**config.mk**
```make
export PLATFORM = sky130hd
export DESIGN_NAME = mflop_drain
export DESIGN_NICKNAME = d
export VERILOG_FILES = /design/src/rtl/mflop_drain.sv
export SDC_FILE = /design/constraint.sdc
export NUM_CORES = 1
export LEC_CHECK = 0
export CORE_AREA = 4 4 41 43
export CTS_BUF_LIST = sky130_fd_sc_hd__clkbuf_4
export CTS_CLUSTER_SIZE = 40
export DETAILED_ROUTE_END_ITERATION = 8
export DIE_AREA = 0 0 45 47
export GPL_TIMING_DRIVEN = 0
export PLACE_DENSITY_LB_ADDON = 0.3
export SLEW_MARGIN = 20
export SYNTH_ARGS = -nofsm -noshare
export SYNTH_HDL_FRONTEND = slang
export SYNTH_SLANG_ARGS = --single-unit
```
**constraint.sdc**
```tcl
create_clock -name clk -period 2.6 [get_ports clk]
set_clock_uncertainty 0.2 [all_clocks]
set_input_delay 0.26 -clock clk [delete_from_list [all_inputs] [get_ports clk]]
set_output_delay 0.26 -clock clk [all_outputs]
set_load 0.05 [all_outputs]
```
**src/rtl/mflop_drain.sv**
```systemverilog
// mflop_drain: snapshots two parallel words on a capture strobe and drains
// them d1-then-d2 over a valid/ready port, each word tagged with its slot.
//
// Ports:
//   clk       - clock, all state updates on posedge
//   reset     - asynchronous active-high reset
//   cap       - capture strobe
//   d1, d2    - words to capture (size bits each)
//   out_data  - offered word (size bits)
//   out_tag   - 0 = d1 slot, 1 = d2 slot
//   out_valid - out_data/out_tag valid
//   out_ready - consumer accepts; transfer on out_valid & out_ready
//   busy      - captured pair not yet fully drained
//   ovf       - sticky: a capture was dropped
//   ovf_clr   - synchronous clear of ovf (a same-cycle drop wins)
module mflop_drain #(
  parameter int unsigned size = 1
) (
  input  logic            clk,
  input  logic            reset,
  input  logic            cap,
  input  logic [size-1:0] d1,
  input  logic [size-1:0] d2,
  output logic [size-1:0] out_data,
  output logic            out_tag,
  output logic            out_valid,
  input  logic            out_ready,
  output logic            busy,
  output logic            ovf,
  input  logic            ovf_clr
);

  localparam logic [1:0] IDLE  = 2'd0;
  localparam logic [1:0] SEND1 = 2'd1;
  localparam logic [1:0] SEND2 = 2'd2;

  logic [1:0]      state_q, state_d;
  logic [size-1:0] h1_q, h1_d;
  logic [size-1:0] h2_q, h2_d;
  logic            ovf_d;
  logic [size-1:0] out_data_d;
  logic            out_tag_d;
  logic            out_valid_d;
  logic            xfer;
  logic            drop;

  // State, holding registers and registered outputs.
  always_ff @(posedge clk or posedge reset) begin
    if (reset) begin
      state_q   <= IDLE;
      h1_q      <= '0;
      h2_q      <= '0;
      ovf       <= 1'b0;
      out_data  <= '0;
      out_tag   <= 1'b0;
      out_valid <= 1'b0;
      busy      <= 1'b0;
    end else begin
      state_q   <= state_d;
      h1_q      <= h1_d;
      h2_q      <= h2_d;
      ovf       <= ovf_d;
      out_data  <= out_data_d;
      out_tag   <= out_tag_d;
      out_valid <= out_valid_d;
      busy      <= out_valid_d;
    end
  end

  // Next state, capture/drop decisions and next output values.
  always_comb begin
    state_d = state_q;
    h1_d    = h1_q;
    h2_d    = h2_q;
    drop    = 1'b0;
    xfer    = out_valid & out_ready;

    case (state_q)
      IDLE: begin
        if (cap) begin
          h1_d    = d1;
          h2_d    = d2;
          state_d = SEND1;
        end
      end
      SEND1: begin
        drop = cap;
        if (xfer) state_d = SEND2;
      end
      SEND2: begin
        if (xfer) begin
          if (cap) begin
            // Back-to-back capture: reload as the last word leaves.
            h1_d    = d1;
            h2_d    = d2;
            state_d = SEND1;
          end else begin
            state_d = IDLE;
          end
        end else begin
          drop = cap;
        end
      end
      default: state_d = IDLE;
    endcase

    // Set beats clear.
    ovf_d = drop ? 1'b1 : (ovf_clr ? 1'b0 : ovf);

    // Outputs are computed from the next state so they flop alongside it.
    out_valid_d = (state_d != IDLE);
    out_tag_d   = (state_d == SEND2);
    case (state_d)
      SEND1:   out_data_d = h1_d;
      SEND2:   out_data_d = h2_d;
      default: out_data_d = '0;
    endcase
  end

endmodule

```
## Word-level counts from Yosys, hierarchy flattened

Cells that the tools add are included.
Widths: inputs -> output; s select.

| word-level totals | value |
|---|---|
| register bits after elaboration | 8 |
| input bits | 7 |
| word-level logic and storage cells | 31 |

| cells by class | value |
|---|---|
| equality and inequality tests | 4 |
| mux-type cells | 16 |
| bitwise gates (word level) | 1 |
| reduce and logical (&&, ||, !) cells | 3 |

Operator list:

| operator | count |
|---|---|
| $mux 1 | 8 |
| $pmux 1 s2 | 4 |
| $mux 2 | 3 |
| $pmux 2 s3 | 1 |
| $eq 2x1->1 const B | 2 |
| $eq 2x2->1 const B | 2 |
| $reduce_bool 2->1 | 2 |
| $logic_not 2->1 | 1 |
| $and 1x1->1 | 1 |

## Depth between registers and ports, before layout

Gate-level depths: netlist of the first run.

| logic depth | value |
|---|---|
| depth in word-level cells | 5 |
| depth in mapped cells | 9 |
| depth with buffers taken out | 9 |

## Least setup slack after synthesis of the first run

Ideal clock, no wire load.

| timing | value |
|---|---|
| kind | flip-flop to flip-flop |
| from | register busy (netlist name) |
| to | register out_data |
| data arrival time | 1.887 ns |
| path slack | 0.393 ns |
| cell stages (with the launch flop) | 9 |
| period minus slack after synthesis | 2.207 ns |
| path through | dfrtp_1 > and2_4 > o21ai_0 > nand2_1 > a31o_2 > ha_1 > nand2_1 > o22ai_1 > a31o_1 |

RTL lines:

| item | line | text |
|---|---|---|
| end signal: assignment | 63 | `out_data <= out_data_d;` |
| end: declaration | 24 | `output logic [size-1:0] out_data,` |

## Worst setup path after layout of the first run

| timing | value |
|---|---|
| from | register state_q[0] |
| to | register out_data |

| between the ends | value |
|---|---|
| cells in the longest elaborated chain, start to end | 4 |

Ends and longest elaborated chain:

| item | line | text |
|---|---|---|
| start: declaration | 37 | `logic [1:0] state_q, state_d;` |
| start signal: assignment | 59 | `state_q <= state_d;` |
| $eq 2x2->1 (tied with other cells) | 78 | `case (state_q)` |
| $pmux 2 s3 | 78 |  |
| $eq 2x2->1 or $eq 2x1->1 (tied branches) | 113 | `case (state_d)` |
| $pmux 1 s2 * | 113 |  |
| named net out_data_d | 41 | `logic [size-1:0] out_data_d;` |

The timed path passes the listed nets; every way through them passes the cells marked *.
A chain may end at the register's enable or synchronous reset.

==> run_summary.xml, run 1 <==
<?xml version="1.0" encoding="UTF-8"?>
<metrics>
  <group name="worst_setup_path">
    <metric name="critical_path.startpoint_type" unit="">flop</metric>
    <metric name="cp_slowest_cell" unit="">dfrtp_1</metric>
    <metric name="crit_path_max_incr_delay" unit="ps">410</metric>
    <metric name="worst_r2r_endpoint" unit="">out_data</metric>
    <metric name="regToRegStartpoint" unit="">state_q[0]</metric>
    <metric name="worstSetupEndpointType" unit="">flop</metric>
    <metric name="rrSetupSlack" unit="ps">400</metric>
    <metric name="worst_ep_required_time" unit="ps">2540</metric>
    <metric name="setup.worst_path.class" unit="">flop to flop</metric>
    <metric name="cp.arrival" unit="ps">2140</metric>
    <metric name="timing.critical_path.fanout_max" unit="">7</metric>
    <metric name="cell_depth_of_the_worst_flop_to_flop_path" unit="">9</metric>
    <metric name="cp_cell_sequence" unit="">inv_1 -&gt; ha_1 -&gt; a22o_1 -&gt; nand2_1 -&gt; a21o_1 -&gt; ha_1 -&gt; nand2_1 -&gt; o22ai_1 -&gt; a31o_1</metric>
  </group>
  <group name="synth">
    <metric name="synth_compound_area_share" unit="%">23.8</metric>
    <metric name="syn_area_per_cell" unit="sq um">8.93</metric>
    <metric name="syn-instance-count" unit="">59</metric>
    <metric name="synth_fa_ha_area_share" unit="%">16.6</metric>
    <metric name="syn_nets" unit="">73</metric>
    <metric name="synth_common_cells" unit="">12 x nand2_1, 8 x dfrtp_1, 8 x inv_1</metric>
    <metric name="yosysSeqAreaShare" unit="%">38.0</metric>
    <metric name="synth-warning-count" unit="">0</metric>
    <metric name="yosys.area_share.simple" unit="%">13.5</metric>
    <metric name="synthMuxAreaShare" unit="%">0</metric>
    <metric name="synth_edf_count" unit="">0</metric>
    <metric name="postSynthRegisterBits" unit="">8</metric>
    <metric name="combinational_family_with_the_most_area_after_synthesis" unit="">compound AO/OA/AOI/OAI gates</metric>
    <metric name="ys_top_cells_by_area" unit="">dfrtp_1 38%, ha_1 17%, nand2_1 8.6%, inv_1 5.7%, a22o_1 3.3%</metric>
    <metric name="synth_flop_cell" unit="">dfrtp_1</metric>
    <metric name="netlist.area_leader.share" unit="%">38.0</metric>
    <metric name="yosysUniqueCellTypes" unit="">20</metric>
    <metric name="synthArstFlopShare" unit="%">100</metric>
    <metric name="netlist.top_cell.by_area" unit="">dfrtp_1</metric>
    <metric name="synth_most_common_cell" unit="">nand2_1</metric>
    <metric name="synth_xor_area_share" unit="%">0</metric>
    <metric name="netlist_area" unit="sq um">527</metric>
  </group>
  <group name="timing">
    <metric name="slew_headroom" unit="%">66.9</metric>
    <metric name="min_period" unit="ps">2200</metric>
    <metric name="setup_tns" unit="ps">0</metric>
    <metric name="total_count_of_max_transition_violations_in_the_final_report" unit="">0</metric>
    <metric name="hold_viol_final" unit="">0</metric>
    <metric name="layout_worst_path_cycle_share" unit="%">84.6</metric>
    <metric name="setup_viol" unit="">0</metric>
    <metric name="setup_repair_after_global_routing_missed_its_margin" unit="">no</metric>
    <metric name="worst_pin_slew" unit="ps">496</metric>
    <metric name="fmax" unit="MHz">455</metric>
  </group>
  <group name="global_routing">
    <metric name="grt_pass1_wl" unit="um">1600</metric>
    <metric name="overflow" unit="">0</metric>
    <metric name="grt_antenna_before_repair" unit="">0</metric>
    <metric name="grt_max_degree" unit="">10</metric>
    <metric name="groute.usage.overall" unit="%">10.7</metric>
    <metric name="grt_pass1_vias" unit="">380</metric>
  </group>
  <group name="cells_and_area">
    <metric name="flow.area_growth_from_synthesis" unit="%">26.8</metric>
    <metric name="post_route_cell_area" unit="sq um">668</metric>
    <metric name="antenna-diode-count" unit="">0</metric>
    <metric name="fill_cells" unit="">135</metric>
    <metric name="fin_nets" unit="">88</metric>
    <metric name="area_used_by_multi_input_combinational_logic" unit="sq um">284</metric>
    <metric name="layout-drive-gt1-share" unit="%">11.1</metric>
    <metric name="seq_area" unit="sq um">200</metric>
  </group>
  <group name="run_status">
    <metric name="result_of_the_run" unit="">finished clean</metric>
  </group>
  <group name="route">
    <metric name="routed_wl" unit="um">1040</metric>
    <metric name="route.detailed.wl_per_inst" unit="um">12.0</metric>
    <metric name="detailedRoute.firstPassIterationCount" unit="">4</metric>
    <metric name="drcViolationCount" unit="">0</metric>
    <metric name="antenna_violating_nets_post_route" unit="">0</metric>
    <metric name="drtIter0Drc" unit="">15</metric>
    <metric name="via_per_inst" unit="">5.09</metric>
    <metric name="vias" unit="">443</metric>
  </group>
  <group name="place">
    <metric name="place.gp.congestion" unit="">0.733</metric>
    <metric name="post_dp_cell_area" unit="sq um">646</metric>
    <metric name="io_buffer_count" unit="">10</metric>
    <metric name="place_hpwl" unit="um">837</metric>
  </group>
  <group name="clock_tree">
    <metric name="cts-buffers-inserted" unit="">3</metric>
    <metric name="cts_max_level" unit="">1</metric>
    <metric name="clk_latency" unit="ps">250</metric>
    <metric name="clk_path_buf_depth" unit="">2</metric>
    <metric name="post_cts_buffers" unit="">0</metric>
    <metric name="path_clk_slew" unit="ps">50</metric>
    <metric name="clock_tree.root_cell" unit="">clkbuf_4</metric>
    <metric name="numClockSinks" unit="">8</metric>
    <metric name="ctsResizeCount" unit="">0</metric>
    <metric name="cts_tree" unit="">built</metric>
    <metric name="cts.hold.buffers_added" unit="">0</metric>
  </group>
  <group name="pwr">
    <metric name="pwr_density_cell" unit="mW/mm^2">1230</metric>
    <metric name="max-vdd-ir-drop" unit="V">0.000534</metric>
    <metric name="leakagePower" unit="nW">0.319</metric>
  </group>
  <group name="floorplan">
    <metric name="floorplan.initialDensity" unit="%">40.5</metric>
    <metric name="fp.dieArea" unit="sq mm">0.00212</metric>
    <metric name="width_of_the_die" unit="um">45</metric>
    <metric name="std_cell_rows" unit="">13</metric>
    <metric name="fp.dieH" unit="um">47</metric>
    <metric name="core-area" unit="sq mm">0.00130</metric>
    <metric name="io-pin-count" unit="">12</metric>
  </group>
  <group name="job">
    <metric name="max_cap_violations" unit="">0</metric>
  </group>
  <group name="worst_hold_path">
    <metric name="worstHoldPathType" unit="">input port to asynchronous set/reset pin</metric>
  </group>
</metrics>
-- area by class of cell --
cell class / count / share of cell area [%]
Buffer: 2 / 1.87
Clock buffer: 3 / 3.37
Inverter: 8 / 4.49
Multi-Input combinational cell: 41 / 42.5
Sequential cell: 8 / 30.0
Tap cell: 15 / 2.81
Timing Repair Buffer: 10 / 15.0
-- through the flow --
stage / std cells / setup WS (ps) / total power [mW] / hold slack (ps) / util, %
CTS: 87 / 389 / 0.831 / 62.5 / 51.3
detailed placement: 84 / 224 / 0.731 / 302 / 49.6
global placement: 84 / 243 / 0.724 / 298 / 49.6
global route: 87 / 261 / 0.895 / 92.1 / 51.3
floorplan: 59 / 393 / 0.601 / -124 / -
finish: 87 / 401 / 0.824 / 55.6 / 51.3
-- report_power, final --
group / total [mW] / switching [mW] / internal [mW] / leakage, nW
sequential: 0.216 / 0.0403 / 0.176 / 0.102
clock: 0.0945 / 0.0417 / 0.0528 / 0.0138
combinational: 0.513 / 0.304 / 0.209 / 0.203
total: 0.824 / 0.386 / 0.438 / 0.319
-- placed cells by master (no fill, tap or decap), types with 2 or more instances in the layout --
cell type / synthesis / layout
clkdlybuf4s50_1: 0 / 10
inv_1: 8 / 8
a21oi_1: 2 / 2
a32oi_1: 2 / 2
dfrtp_1: 8 / 8
clkbuf_4: 0 / 3
o21ai_0: 3 / 3
a22o_1: 2 / 2
ha_1: 7 / 7
nand4_1: 2 / 2
nand2_1: 12 / 12
a21o_1: 2 / 2
o22ai_1: 2 / 2
-- how the worst max path moves through the flow --
stage / start / endpoint / slack (ps) / cells past startpoint
after floorplan: busy / out_data / 390 / 8
after global placement: out_ready / out_data / 240 / 8
after detailed placement: out_ready / out_data / 220 / 9
after CTS: state_q[0] / out_data / 390 / 9
after global routing: state_q[0] / out_data / 260 / 9
final: state_q[0] / out_data / 400 / 9
-- routing by layer --
metal	track usage, %	share of wire, %	vias up
met3	3.45	6.0	3
met5	0	0	-
met2	15.0	41	11
met1	14.9	51	197
li1	-	-	232
met4	5.26	1.8	0
-- registers in the layout, indices dropped and copies added (netlist names) --
signal    flops
state_q       2
busy          1
h1_q          1
h2_q          1
out_data      1
out_tag       1
ovf           1
-- worst max-delay path, delay by kind of cell, from the launching register on --
family | cells | cell delay, ps
AOI/OAI and AO/OA | 4 | 630
buffers and inverters | 1 | 110
adders and majority gates | 2 | 600
DFF | 1 | 410
and+or+nand+nor | 2 | 150
-- cell families (layout without fill, tap and decap cells) --
family	count (synthesis)	after routing
flip-flops	8	8
buffers and inverters	10	23
AO/OA/AOI/OAI	18	18
AND/OR/NAND/NOR	16	16
adder cells (fa/ha/maj)	7	7
(Power assumes the default switching activity.)
==> inputs of run 2 (changes only) <==
- clock period: 2.6 -> 2.1 ns (I/O delays scaled with it)
==> run_summary.xml, run 2 (synthesized netlist as in run 1, its figures left out) <==
<?xml version="1.0" encoding="UTF-8"?>
<metrics>
  <group name="worst_setup_path">
    <metric name="timing.critical_path.fanout_max" unit="">4</metric>
    <metric name="regToRegStartpoint" unit="">state_q[0]</metric>
    <metric name="worstSetupEndpointType" unit="">flop</metric>
    <metric name="worst_ep_required_time" unit="ps">2040</metric>
    <metric name="cell_depth_of_the_worst_flop_to_flop_path" unit="">8</metric>
    <metric name="timing.critical_path.from" unit="">state_q[0]</metric>
    <metric name="setup.worst_path.class" unit="">flop to flop</metric>
    <metric name="worst_r2r_endpoint" unit="">out_data</metric>
    <metric name="critical_path.endpoint" unit="">out_data</metric>
    <metric name="cp.arrival" unit="ps">1990</metric>
    <metric name="rrSetupSlack" unit="ps">50</metric>
    <metric name="critical_path.startpoint_type" unit="">flop</metric>
  </group>
  <group name="clock_tree">
    <metric name="cts_max_level" unit="">1</metric>
    <metric name="clk_latency" unit="ps">260</metric>
    <metric name="clock_tree.root_cell" unit="">clkbuf_4</metric>
    <metric name="numClockSinks" unit="">8</metric>
    <metric name="cts-buffers-inserted" unit="">3</metric>
    <metric name="cts_tree" unit="">built</metric>
    <metric name="path_clk_slew" unit="ps">70</metric>
    <metric name="clk_path_buf_depth" unit="">2</metric>
  </group>
  <group name="timing">
    <metric name="total_count_of_max_transition_violations_in_the_final_report" unit="">0</metric>
    <metric name="hold_viol_final" unit="">0</metric>
    <metric name="setup_tns" unit="ps">0</metric>
    <metric name="fmax" unit="MHz">488</metric>
    <metric name="setup_viol" unit="">0</metric>
    <metric name="min_period" unit="ps">2050</metric>
    <metric name="slew_headroom" unit="%">66.8</metric>
    <metric name="layout_worst_path_cycle_share" unit="%">97.7</metric>
    <metric name="worst_pin_slew" unit="ps">496</metric>
  </group>
  <group name="floorplan">
    <metric name="fp.dieArea" unit="sq mm">0.00212</metric>
    <metric name="width_of_the_die" unit="um">45</metric>
    <metric name="fp.dieH" unit="um">47</metric>
    <metric name="core-area" unit="sq mm">0.00130</metric>
    <metric name="std_cell_rows" unit="">13</metric>
    <metric name="floorplan.initialDensity" unit="%">40.5</metric>
    <metric name="io-pin-count" unit="">12</metric>
  </group>
  <group name="cells_and_area">
    <metric name="layout.cells.most_common_list" unit="">11 x nand2_1, 10 x clkdlybuf4s50_1, 6 x inv_1, 6 x buf_4, 6 x dfrtp_1</metric>
    <metric name="layout-drive-gt1-share" unit="%">33.8</metric>
    <metric name="final_common_cell" unit="">nand2_1</metric>
    <metric name="fin_nets" unit="">95</metric>
    <metric name="flow.area_growth_from_synthesis" unit="%">53.7</metric>
    <metric name="antenna-diode-count" unit="">0</metric>
    <metric name="final_cell_count_no_fill" unit="">95</metric>
    <metric name="largest_register_ffs" unit="">2</metric>
    <metric name="max_flop_register" unit="">state_q</metric>
    <metric name="layout.core_utilization" unit="%">62.2</metric>
  </group>
  <group name="place">
    <metric name="dpl.cell_count" unit="">84</metric>
    <metric name="place_hpwl" unit="um">789</metric>
    <metric name="place.gp.congestion" unit="">0.738</metric>
    <metric name="io_buffer_count" unit="">10</metric>
  </group>
  <group name="route">
    <metric name="drtIter0Drc" unit="">19</metric>
    <metric name="vias" unit="">480</metric>
    <metric name="route.detailed.wl_per_inst" unit="um">13.3</metric>
    <metric name="drcViolationCount" unit="">0</metric>
    <metric name="routed_wl" unit="um">1270</metric>
    <metric name="antenna_violating_nets_post_route" unit="">0</metric>
    <metric name="detailedRoute.firstPassIterationCount" unit="">5</metric>
    <metric name="via_per_inst" unit="">5.05</metric>
  </group>
  <group name="pwr">
    <metric name="leakagePower" unit="nW">0.359</metric>
    <metric name="pwr_density_cell" unit="mW/mm^2">1570</metric>
    <metric name="max-vdd-ir-drop" unit="V">0.000676</metric>
  </group>
  <group name="global_routing">
    <metric name="grt_pass1_vias" unit="">429</metric>
    <metric name="grt_max_degree" unit="">10</metric>
    <metric name="grt_antenna_before_repair" unit="">0</metric>
    <metric name="overflow" unit="">0</metric>
    <metric name="groute.usage.overall" unit="%">12.7</metric>
    <metric name="grt_pass1_wl" unit="um">1900</metric>
  </group>
  <group name="job">
    <metric name="max_cap_violations" unit="">0</metric>
  </group>
  <group name="worst_hold_path">
    <metric name="worstHoldPathType" unit="">input port to flop</metric>
  </group>
  <group name="run_status">
    <metric name="result_of_the_run" unit="">finished clean</metric>
  </group>
</metrics>
## run 2: cell count changes in the layout (fill, tap and decap cells not counted), moves of 2 or more
cell | before | now
dfrtp_1 | 8 | 6
dfrtp_2 | 0 | 2
buf_4 | 1 | 6
inv_1 | 8 | 6
ha_4 | 0 | 4
ha_1 | 7 | 1
ha_2 | 0 | 2
## run 2: worst min-delay path by stage
| stage | from | endpoint | slack [ps] | cells past startpoint |
|---|---|---|---|---|
| 6_report | cap | ovf | 80 | 3 |
| 3_3_place_gp | reset | out_data | 280 | 2 |
| 4_1_cts | cap | ovf | 70 | 3 |
| 3_5_place_dp | reset | out_data | 280 | 2 |
| 5_1_grt | cap | ovf | 80 | 3 |
| 2_1_floorplan | reset | h1_q | -170 | 1 |
## run 2: repair_timing
| item | in CTS | in global routing |
|---|---|---|
| cloned | 0 | 0 |
| hold buffers | 1 | 0 |
| gates resized for setup | 7 | 11 |
| setup endpoints to repair | 1 | 1 |
| pin swaps | 1 | 6 |
| buffers inserted | 2 | 4 |
| hold endpoints to repair | 4 | 0 |
## run 2: through the flow
stage / power (mW) / setup WS (ps) / instance area, sq um / hold slack [ps]
2_1_floorplan: 0.747 / 18.4 / 528 / -174
3_3_place_gp: 0.899 / -204 / 647 / 281
3_5_place_dp: 0.907 / -215 / 647 / 278
4_1_cts: 1.12 / 2.20 / 729 / 73.8
5_1_grt: 1.37 / -26.8 / 810 / 82.3
6_report: 1.27 / 48.8 / 810 / 76.3
## run 2: area by class of cell
| cell class | count | area, sq um |
|---|---|---|
| Buffer | 2 | 12.5 |
| Sequential cell | 8 | 203 |
| Inverter | 8 | 32.5 |
| Timing Repair Buffer | 17 | 159 |
| Multi-Input combinational cell | 41 | 354 |
| Fill cell | 107 | 492 |
| Clock buffer | 4 | 30.0 |
| Tap cell | 15 | 18.8 |
## run 2: per-layer routing
| metal | wire length (um) | track usage, % | vias up |
|---|---|---|---|
| met5 | 0 | 0 | - |
| met1 | 552 | 17.2 | 214 |
| met3 | 96 | 2.68 | 4 |
| met2 | 596 | 17.8 | 17 |
| met4 | 19 | 8.77 | 0 |
| li1 | - | - | 245 |
## run 2: worst max-delay path: stages, from the launching register on
cell and delay, ps:
dfrtp_2 450, inv_4 100, ha_4 150, a21o_1 90, nand2_1 80, a31o_4 250
ha_2 190, a22o_1 210, a31o_1 210
## run 2: power breakdown
group | switching [mW] | internal (mW)
Sequential | 0.0545 | 0.222
Clock | 0.0564 | 0.0857
Combinational | 0.462 | 0.393
Total | 0.573 | 0.701
